File: src/rtl/ctrl_sequencer.sv
// Opcode queue feeding a 7-bit control decoder, one opcode at a time,
// with a per-opcode wait latency between issue and completion.
module ctrl_sequencer #(
  parameter int DEPTH = 4,
  parameter int LAT_W = 3
) (
  input  logic                     clock,
  input  logic                     reset,
  input  logic                     flush,
  input  logic                     in_valid,
  output logic                     in_ready,
  input  logic [6:0]               in_op,
  input  logic [LAT_W-1:0]         in_lat,
  output logic [6:0]               dec_op,
  output logic                     dec_issue,
  output logic                     busy,
  output logic                     done,
  output logic [$clog2(DEPTH):0]   count
);

  localparam int PW = $clog2(DEPTH);
  localparam int CW = PW + 1;
  localparam int EW = 7 + LAT_W;

  typedef enum logic [1:0] {
    S_IDLE  = 2'd0,
    S_ISSUE = 2'd1,
    S_WAIT  = 2'd2
  } state_e;

  state_e            state_q, state_d;
  logic [PW-1:0]     wr_q, wr_d;
  logic [PW-1:0]     rd_q, rd_d;
  logic [CW-1:0]     count_q, count_d;
  logic [LAT_W-1:0]  cnt_q, cnt_d;
  logic [6:0]        op_q, op_d;
  logic [EW-1:0]     mem_q [DEPTH];
  logic [EW-1:0]     head;
  logic              push;
  logic              pop;

  // Full is judged on registered occupancy, so a pop never frees a slot early.
  assign in_ready = (count_q != CW'(DEPTH)) & ~flush;
  assign push     = in_valid & in_ready;
  assign pop      = (state_q == S_IDLE) & (count_q != '0) & ~flush;
  assign head     = mem_q[rd_q];

  always_comb begin
    state_d = state_q;
    wr_d    = wr_q;
    rd_d    = rd_q;
    count_d = count_q;
    cnt_d   = cnt_q;
    op_d    = op_q;
    if (flush) begin
      state_d = S_IDLE;
      wr_d    = '0;
      rd_d    = '0;
      count_d = '0;
      cnt_d   = '0;
    end else begin
      if (push) wr_d = wr_q + PW'(1);
      if (pop)  rd_d = rd_q + PW'(1);
      case ({push, pop})
        2'b10:   count_d = count_q + CW'(1);
        2'b01:   count_d = count_q - CW'(1);
        default: count_d = count_q;
      endcase
      unique case (state_q)
        S_IDLE: begin
          if (pop) begin
            state_d = S_ISSUE;
            op_d    = head[EW-1:LAT_W];
            cnt_d   = head[LAT_W-1:0];
          end
        end
        S_ISSUE: state_d = S_WAIT;
        S_WAIT: begin
          if (cnt_q == '0) state_d = S_IDLE;
          else             cnt_d   = cnt_q - LAT_W'(1);
        end
        default: state_d = S_IDLE;
      endcase
    end
  end

  always_ff @(posedge clock or posedge reset) begin
    if (reset) begin
      state_q <= S_IDLE;
      wr_q    <= '0;
      rd_q    <= '0;
      count_q <= '0;
      cnt_q   <= '0;
      op_q    <= '0;
    end else begin
      state_q <= state_d;
      wr_q    <= wr_d;
      rd_q    <= rd_d;
      count_q <= count_d;
      cnt_q   <= cnt_d;
      op_q    <= op_d;
    end
  end

  always_ff @(posedge clock) begin
    if (push) mem_q[wr_q] <= {in_op, in_lat};
  end

  assign dec_op    = op_q;
  assign dec_issue = (state_q == S_ISSUE);
  assign busy      = (state_q == S_ISSUE) | (state_q == S_WAIT);
  assign done      = (state_q == S_WAIT) & (cnt_q == '0);
  assign count     = count_q;

endmodule
File: config.mk
export PLATFORM = sky130hd
export DESIGN_NAME = ctrl_sequencer
export DESIGN_NICKNAME = d
export VERILOG_FILES = /design/src/rtl/ctrl_sequencer.sv
export SDC_FILE = /design/constraint.sdc
export NUM_CORES = 1
export LEC_CHECK = 0
export CORE_UTILIZATION = 55
export CTS_BUF_LIST = sky130_fd_sc_hd__clkbuf_4 sky130_fd_sc_hd__clkbuf_8
export DETAILED_ROUTE_END_ITERATION = 12
export GPL_TIMING_DRIVEN = 0
export PLACE_DENSITY_LB_ADDON = 0.12
export SYNTH_ARGS = -nofsm -noshare
export SYNTH_HDL_FRONTEND = slang
export SYNTH_SLANG_ARGS = --single-unit
File: constraint.sdc
create_clock -name clock -period 4.65 [get_ports clock]
set_input_delay 0.465 -clock clock [delete_from_list [all_inputs] [get_ports clock]]
set_output_delay 0.465 -clock clock [all_outputs]
set_load 0.005 [all_outputs]
==> impl_metrics.ini <==
[setup_path]
worst_setup_path_start_kind = primary input
path_cells = clkdlybuf4s50_1, clkbuf_1, clkbuf_1, a21oi_1, clkdlybuf4s50_1
path_class = in2out
cp.required_ps = 4180
crit_path_max_fanout = 10
startpoint = flush
worst_r2r_endpoint = count[2]
ff2ff_setup_slack_ps = 2120
timing.rr.start = count[0]
critPathArrivalTime_ps = 2400
r2r_cells = 7
cp-end-kind = primary output
slowest_delay_ps = 560
slowest_stage = clkdlybuf4s50_1

[clock_tree]
ctsLongestPathBuffers = 2
holdBufCountCts = 0
cts_root_buf = clkbuf_8
cts_tree = built
post_cts_resized = 0
cts_buffers = 9
htreeDepth = 3
post_cts_buffers = 0
clkLatencyLatePin_ps = 330
clk_pin_slew_ps = 60
clkSinkCount = 59

[drt]
firstDrtPassIters = 6
wire_per_inst_um = 17.5
via_per_inst = 5.71
drc = 0
postRouteAntennaNets = 0
drt-total-wl_mm = 4.57
drt_iter0_drc = 62
num_vias = 1495

[synthesis]
syn_nets = 192
yosysWarnings = 0
ys_ff_latch = 59
async_flop_share_pct = 32.2
seq_area_frac_synth_pct = 63.7
yosysTopAreaCell = edfxtp_1
synth-edff-count = 40
synth_area_um2 = 2630
ys_top_cells_by_area = edfxtp_1, dfrtp_1, mux4_2, ha_1, mux2_2
avgSynthCellArea_um2 = 15.8
yosysUniqueCellTypes = 40
synth_top_area_share_pct = 45.6
yosys_most_used_dff = edfxtp_1
synthCells = 167

[flow_run]
maxCapViolations = 0

[timing]
max_freq_mhz = 349
rsz0062_at_grt = false
maxSlewViolCount = 0
worst-slew-pin-transition_ps = 787
min_period_ps = 2870
slew_headroom_pct = 47.5
finalHoldViolCount = 0
timing.setup.tns_ps = 0
fin_crit_sh_pct = 61.6
timing.final.setup_violations = 0
finClkSkew_ps = 6.19

[die]
start_util_pct = 58.8
die_w_um = 71.2
num_rows = 24
coreArea_um2 = 4470
io_pins = 28
die_y_um = 71.2
die_area_um2 = 5070

[run_status]
status = finished, final reports clean

[min_path]
min_path_cells = 1
min_from = dec_op[6]
worstHoldEndpoint = dec_op[6]
hold_class = reg2reg

[placement]
portBuffers = 27
dpl.hpwl_mm = 3.14
gp_congestion = 0.825
placed_cells = 246

[grt]
grt_pass1_vias = 1578
grt.total_usage_pct = 21.2
grt_start_max_net_pins = 20
grt_pass1_wl_mm = 7.65
antenna_found_initial = 0
grt.overflow.total = 0

[cells_and_area]
fillers = 294
finish.net_count = 230
final_common_cell = edfxtp_1
drive_gt1_share_pct = 21.0
antenna_cells = 0
final_cell_mix = edfxtp_1, clkdlybuf4s50_1, dfrtp_1
area_growth_pct = 21.0
fin_cells = 262

[pwr]
max-vdd-ir-drop_uv = 283
total_leakage_power_uw = 0.00119
power_uw = 1770
power.density_nw_per_um2 = 556
worst max-delay path by stage:
stage,endpoint,slack [ps],cells after the start
6_report,in_ready,1780,5
5_1_grt,count[2],1600,8
2_1_floorplan,count[2],2530,7
4_1_cts,in_ready,1780,5
3_3_place_gp,count[2],1610,8
3_5_place_dp,count[2],1500,8
flip-flops by register name (all words and copies together) (netlist names):
name and count:
mem_q 40, state_q 2, dec_op 7, cnt_q 3, rd_q 2, count 3, wr_q 2
critical path, delay by kind of cell:
family          cells  cell delay (ps)
buf+inv             4             1850
compound gates      1               90
power breakdown:
| part | leakage (uW) | switching (uW) | internal [uW] |
|---|---|---|---|
| Clock | 0.000113 | 192 | 311 |
| Sequential | 0.000605 | 57.2 | 647 |
| Combinational | 0.000468 | 255 | 307 |
cell usage after synthesis, types with 2 or more instances:
master and n:
mux2_2 9, inv_1 9, nor3_1 4, buf_2 2, edfxtp_1 40, o21ai_0 2
dfrtp_1 19, xor2_1 2, o22ai_1 2, nor2_1 9, mux2i_1 2, ha_1 10
nor2_2 2, and2_1 5, clkbuf_1 3, mux4_2 10, nor2b_1 2, o31ai_1 2
nand2b_1 6, a21oi_1 4, nand2_1 4
cell type report:
| cell class | count | area (um2) | share of cell area, % |
|---|---|---|---|
| clock inverter | 6 | 78.8 | 2.48 |
| tap | 52 | 65.1 | 2.04 |
| multi-input combinational | 93 | 893 | 28.1 |
| sequential | 59 | 1680 | 52.7 |
| timing repair buffer | 27 | 270 | 8.49 |
| clock buffer | 10 | 138 | 4.32 |
| buffer | 6 | 28.8 | 0.904 |
| inverter | 9 | 33.8 | 1.06 |
logic make-up (layout without fill, tap and decap cells):
kind of cell	Yosys count	in the layout	share of synthesized area [%]
AND/OR/NAND/NOR	39	39	8.36
multiplexers	22	22	13.6
adder cells (fa/ha/maj)	11	11	5.51
flip-flops	59	59	63.7
XOR/XNOR	3	3	1.28
AO/OA/AOI/OAI	18	18	5.18
buffers and inverters	15	58	2.38
metal layers:
metal  vias to the layer above  share of wire (%)  wire [um]  track usage (%)
met5                         -                  0          0                0
met4                         0                1.2         55             8.67
met3                         6                4.0        181             6.84
met2                        42                 54       2480             36.0
met1                       754                 41       1850             25.1
li1                        693                  -          -                -
per-stage QoR:
step	area, um2	hold slack (ps)	setup slack [ps]	util (%)
finish	3180	514	1780	71.2
CTS	3180	518	1780	71.2
global placement	2970	494	1610	66.3
detailed placement	2970	506	1500	66.3
global route	3180	533	1600	71.2
floorplan	2630	416	2530	-
No activity file was read; power rests on OpenSTA's default activity.
==> RTL change 1: new RTL, same settings <==
Put one more register stage on the output `count`, with the module's reset. The value now appears one clock later. The other outputs are not delayed to match.
--- a/src/rtl/ctrl_sequencer.sv
+++ b/src/rtl/ctrl_sequencer.sv
@@ -110,6 +110,12 @@
   assign dec_issue = (state_q == S_ISSUE);
   assign busy      = (state_q == S_ISSUE) | (state_q == S_WAIT);
   assign done      = (state_q == S_WAIT) & (cnt_q == '0);
-  assign count     = count_q;
+  always_ff @(posedge clock or posedge reset) begin
+    if (reset) begin
+      count <= '0;
+    end else begin
+      count <= count_q;
+    end
+  end
 
 endmodule
Behaviour: not the same (a bounded check fails within 4 cycles, from zero or initial values and one cycle with reset high).
==> RTL change 1 against the original RTL <==
- sequential cell count grew 3
- synthesized area up 2.2%
- critical path depth rose by 1
- worst setup slack improved by 0.51 ns
- first-iteration DRC count is 31% higher
- final area grew 2.2%
- via count increased by 1.3%
- total power grew 5.7%
- global-route usage grew 0.99 points
- routed wire length up 5.0%
- critical path type is now reg -> out
- largest power group unchanged
==> RTL change 1: results (changes against the original RTL) <==
\begin{tabular}{lr}
\hline
Metric & Value \\
\hline
\multicolumn{2}{l}{\textbf{Outcome}} \\
\quad Run status & finished clean \\
\multicolumn{2}{l}{\textbf{Logic synthesis}} \\
\quad Multiplexer fraction of the synthesized cell area & 13.3\% (-0.34 points) \\
\quad Net count after synthesis & 194 (+1.0\%) \\
\quad Compound-Gate Fraction of Synth Area & 4.56\% (-0.62 points) \\
\quad Syn avg cell area & 15.9 µm² (+0.98\%) \\
\quad Most area-consuming cells after synthesis & sky130\_fd\_sc\_hd\_\_edfxtp\_1 45\%, sky130\_fd\_sc\_hd\_\_dfrtp\_1 20\%, sky130\_fd\_sc\_hd\_\_mux4\_2 8.4\% \\
\quad Most common library cells after synthesis & 40 x sky130\_fd\_sc\_hd\_\_edfxtp\_1, 22 x sky130\_fd\_sc\_hd\_\_dfrtp\_1, 10 x sky130\_fd\_sc\_hd\_\_ha\_1, 10 x sky130\_fd\_sc\_hd\_\_inv\_1, 10 x sky130\_fd\_sc\_hd\_\_mux4\_2 \\
\multicolumn{2}{l}{\textbf{Place}} \\
\quad Final estimated routing congestion in global placement & 0.727 (-12\%) \\
\quad Placed instance count & 262 (+6.5\%) \\
\quad HPWL Detailed & 3.17 mm (+0.88\%) \\
\quad Pre-CTS WS & 2.15 ns (+0.654 ns) \\
\multicolumn{2}{l}{\textbf{Power}} \\
\quad Static leakage power & 0.00120 µW (+1.3\%) \\
\quad Maximum ir drop on the vdd rail & 337 µV (+19\%) \\
\quad Switching power total & 571 µW (+13\%) \\
\multicolumn{2}{l}{\textbf{Setup path}} \\
\quad Reg2reg end & mem\_q[0][6] \\
\quad CP Capture Point & done \\
\quad FF-to-FF setup slack & 2.56 ns (+0.44 ns) \\
\quad Highest cell delay on the worst timing path & 0.50 ns (-0.06 ns) \\
\quad R2R Path Start & count\_q[0] \\
\multicolumn{2}{l}{\textbf{Global routing}} \\
\quad M1 GR Usage & 26.6\% (+1.6 points) \\
\quad Largest net degree at the start of global routing & 23 (+15\%) \\
\quad Met3 routing resource usage after global routing & 4.72\% (-2.1 points) \\
\quad Vias in the first global route & 1654 (+4.8\%) \\
\multicolumn{2}{l}{\textbf{STA}} \\
\quad Fmax & 0.425 GHz (+22\%) \\
\quad Worst hold slack across all endpoints & 0.389 ns (-0.125 ns) \\
\quad Relative max-transition margin & 39.3\% (-8.2 points) \\
\multicolumn{2}{l}{\textbf{Worst hold path}} \\
\quad Worst hold path endpoint & count[2] \\
\quad Min-Delay Startpoint & count\_q[2] \\
\quad WHS Path Cells & 0 (-1) \\
\multicolumn{2}{l}{\textbf{Detailed routing}} \\
\quad Routed vias/inst & 5.45 (-4.6\%) \\
\quad Met2 wire len & 2.54 mm (+2.3\%) \\
\quad Post-Route M1 WL & 1.97 mm (+6.2\%) \\
\quad Post-detailed-route wirelength per cell & 17.3 µm (-1.0\%) \\
\quad Initial DRT Pass Iterations & 4 (-2) \\
\multicolumn{2}{l}{\textbf{Finish}} \\
\quad Count of filler cells inserted in the layout & 326 (+11\%) \\
\hline
\end{tabular}
[RTL change 1: power by group through the flow]
| stage | sequential (µW) | combinational, µW | clock (µW) |
|---|---|---|---|
| final | 746 | 608 | 517 |
| after global placement | 750 | 581 | 0 |
| after floorplan | 747 | 398 | 0 |
| after global routing | 758 | 682 | 548 |
| after CTS | 747 | 616 | 531 |
| after detailed placement | 758 | 610 | 0 |
[RTL change 1: cells by family after synthesis]
group,Yosys count
compound gates,19
flops,62
fa+ha+maj,11
simple gates,35
buf+inv,17
xor+xnor,3
mux,22
[RTL change 1: layout make-up]
class / count / area (µm²) / share of cell area, %
flip-flops and latches: 62 / 1750 / 53.8
multi-input cells: 90 / 863 / 26.5
repair buffers: 26 / 260 / 7.99
clock buffers: 9 / 124 / 3.80
clock inverters: 7 / 97.6 / 3.00
well taps: 67 / 83.8 / 2.57
plain buffers: 7 / 37.5 / 1.15
inverters: 10 / 37.5 / 1.15
==> RTL change 2: new RTL, same settings <==
Made on the original files. Change the parameter `LAT_W` from 3 to 6.
--- a/src/rtl/ctrl_sequencer.sv
+++ b/src/rtl/ctrl_sequencer.sv
@@ -2,7 +2,7 @@
 // with a per-opcode wait latency between issue and completion.
 module ctrl_sequencer #(
   parameter int DEPTH = 4,
-  parameter int LAT_W = 3
+  parameter int LAT_W = 6
 ) (
   input  logic                     clock,
   input  logic                     reset,
Ports: changed (resized in_lat); port bits go from 28 to 31. The function was not compared with the original's and may differ.
==> RTL change 2 against the original RTL <==
- synthesized area increased by 23%
- routed wire length increased by 22%
- non-clock buffer count increased by 4
- sequential cell count increased by 15
- final area increased by 20%
- worst hold slack about the same
- total power increased by 25%
- worst setup slack got worse by 0.018 ns
==> RTL change 2: results (changes against the original RTL) <==
\begin{tabular}{lr}
\hline
Metric & Value \\
\hline
\multicolumn{2}{l}{\textbf{Outcome}} \\
\quad Run status & finished clean \\
\multicolumn{2}{l}{\textbf{Global routing}} \\
\quad M1 GR Usage & 29.1\% (+4.1 points) \\
\quad Global Route met2 Usage & 32.8\% (-3.2 points) \\
\quad Largest net degree at the start of global routing & 23 (+15\%) \\
\quad Met3 routing resource usage after global routing & 5.23\% (-1.6 points) \\
\quad Global-route wire length before repair & 9.46 mm (+24\%) \\
\multicolumn{2}{l}{\textbf{Setup path}} \\
\quad FF-to-FF setup slack & 2.28 ns (+0.16 ns) \\
\multicolumn{2}{l}{\textbf{Place}} \\
\quad HPWL Detailed & 3.75 mm (+19\%) \\
\quad Area of placed instances & 3620 µm² (+22\%) \\
\multicolumn{2}{l}{\textbf{Logic synthesis}} \\
\quad Multiplexer fraction of the synthesized cell area & 13.2\% (-0.41 points) \\
\quad Number of flops mapped to enable cells by yosys & 52 (+30\%) \\
\quad Most common library cells after synthesis & 52 x sky130\_fd\_sc\_hd\_\_edfxtp\_1, 22 x sky130\_fd\_sc\_hd\_\_dfrtp\_1, 15 x sky130\_fd\_sc\_hd\_\_nor2\_1 \\
\quad Gate Count Post-Synth & 204 (+22\%) \\
\quad Compound-Gate Fraction of Synth Area & 6.05\% (+0.87 points) \\
\quad Net count after synthesis & 232 (+21\%) \\
\quad Adder and majority gate portion of the synthesized area & 4.50\% (-1.0 points) \\
\multicolumn{2}{l}{\textbf{Finish}} \\
\quad Number of flip-flops in the largest register & 52 (+30\%) \\
\quad Count of filler cells inserted in the layout & 421 (+43\%) \\
\quad Final-layout non-clock buffer area share & 8.72\% (-0.68 points) \\
\quad Share of final layout cell area taken by clock buffers and inverters & 5.28\% (-1.5 points) \\
\quad Multi-input gate count & 113 (+22\%) \\
\multicolumn{2}{l}{\textbf{Detailed routing}} \\
\quad Routed vias/inst & 5.61 (-1.7\%) \\
\quad Initial DRT Pass Iterations & 4 (-2) \\
\multicolumn{2}{l}{\textbf{STA}} \\
\quad Worst Tran Pin Value & 0.900 ns (+0.113 ns) \\
\quad Worst clock skew & 0.00596 ns (-0.000230 ns) \\
\multicolumn{2}{l}{\textbf{Power}} \\
\quad Static leakage power & 0.00137 µW (+15\%) \\
\hline
\end{tabular}
==> RTL change 2: critical path: stages <==
cell and delay [ns]:
sky130_fd_sc_hd__clkdlybuf4s50_1 0.59, sky130_fd_sc_hd__clkbuf_1 0.39, sky130_fd_sc_hd__clkbuf_1 0.44, sky130_fd_sc_hd__a21oi_1 0.08, sky130_fd_sc_hd__clkdlybuf4s50_1 0.46
==> RTL change 2: path summary, 6_finish.rpt <==
| check | from | end | cells past startpoint |
|---|---|---|---|
| worst min register to register | dec_op[4] | dec_op[4] | 1 |
| worst max register to register | count[0] | count[2] | 8 |
| min in group asynchronous | reset | dec_op[3] | 2 |
| worst min-delay path | dec_op[4] | dec_op[4] | 1 |
| max in group asynchronous | reset | cnt_q[2] | 2 |
| worst max-delay path | flush | in_ready | 5 |
==> RTL change 2: power breakdown <==
part / leakage [µW] / switching, µW / internal [µW]
clock network: 0.000105 / 253 / 253
registers: 0.000755 / 91.9 / 817
logic: 0.000510 / 379 / 410
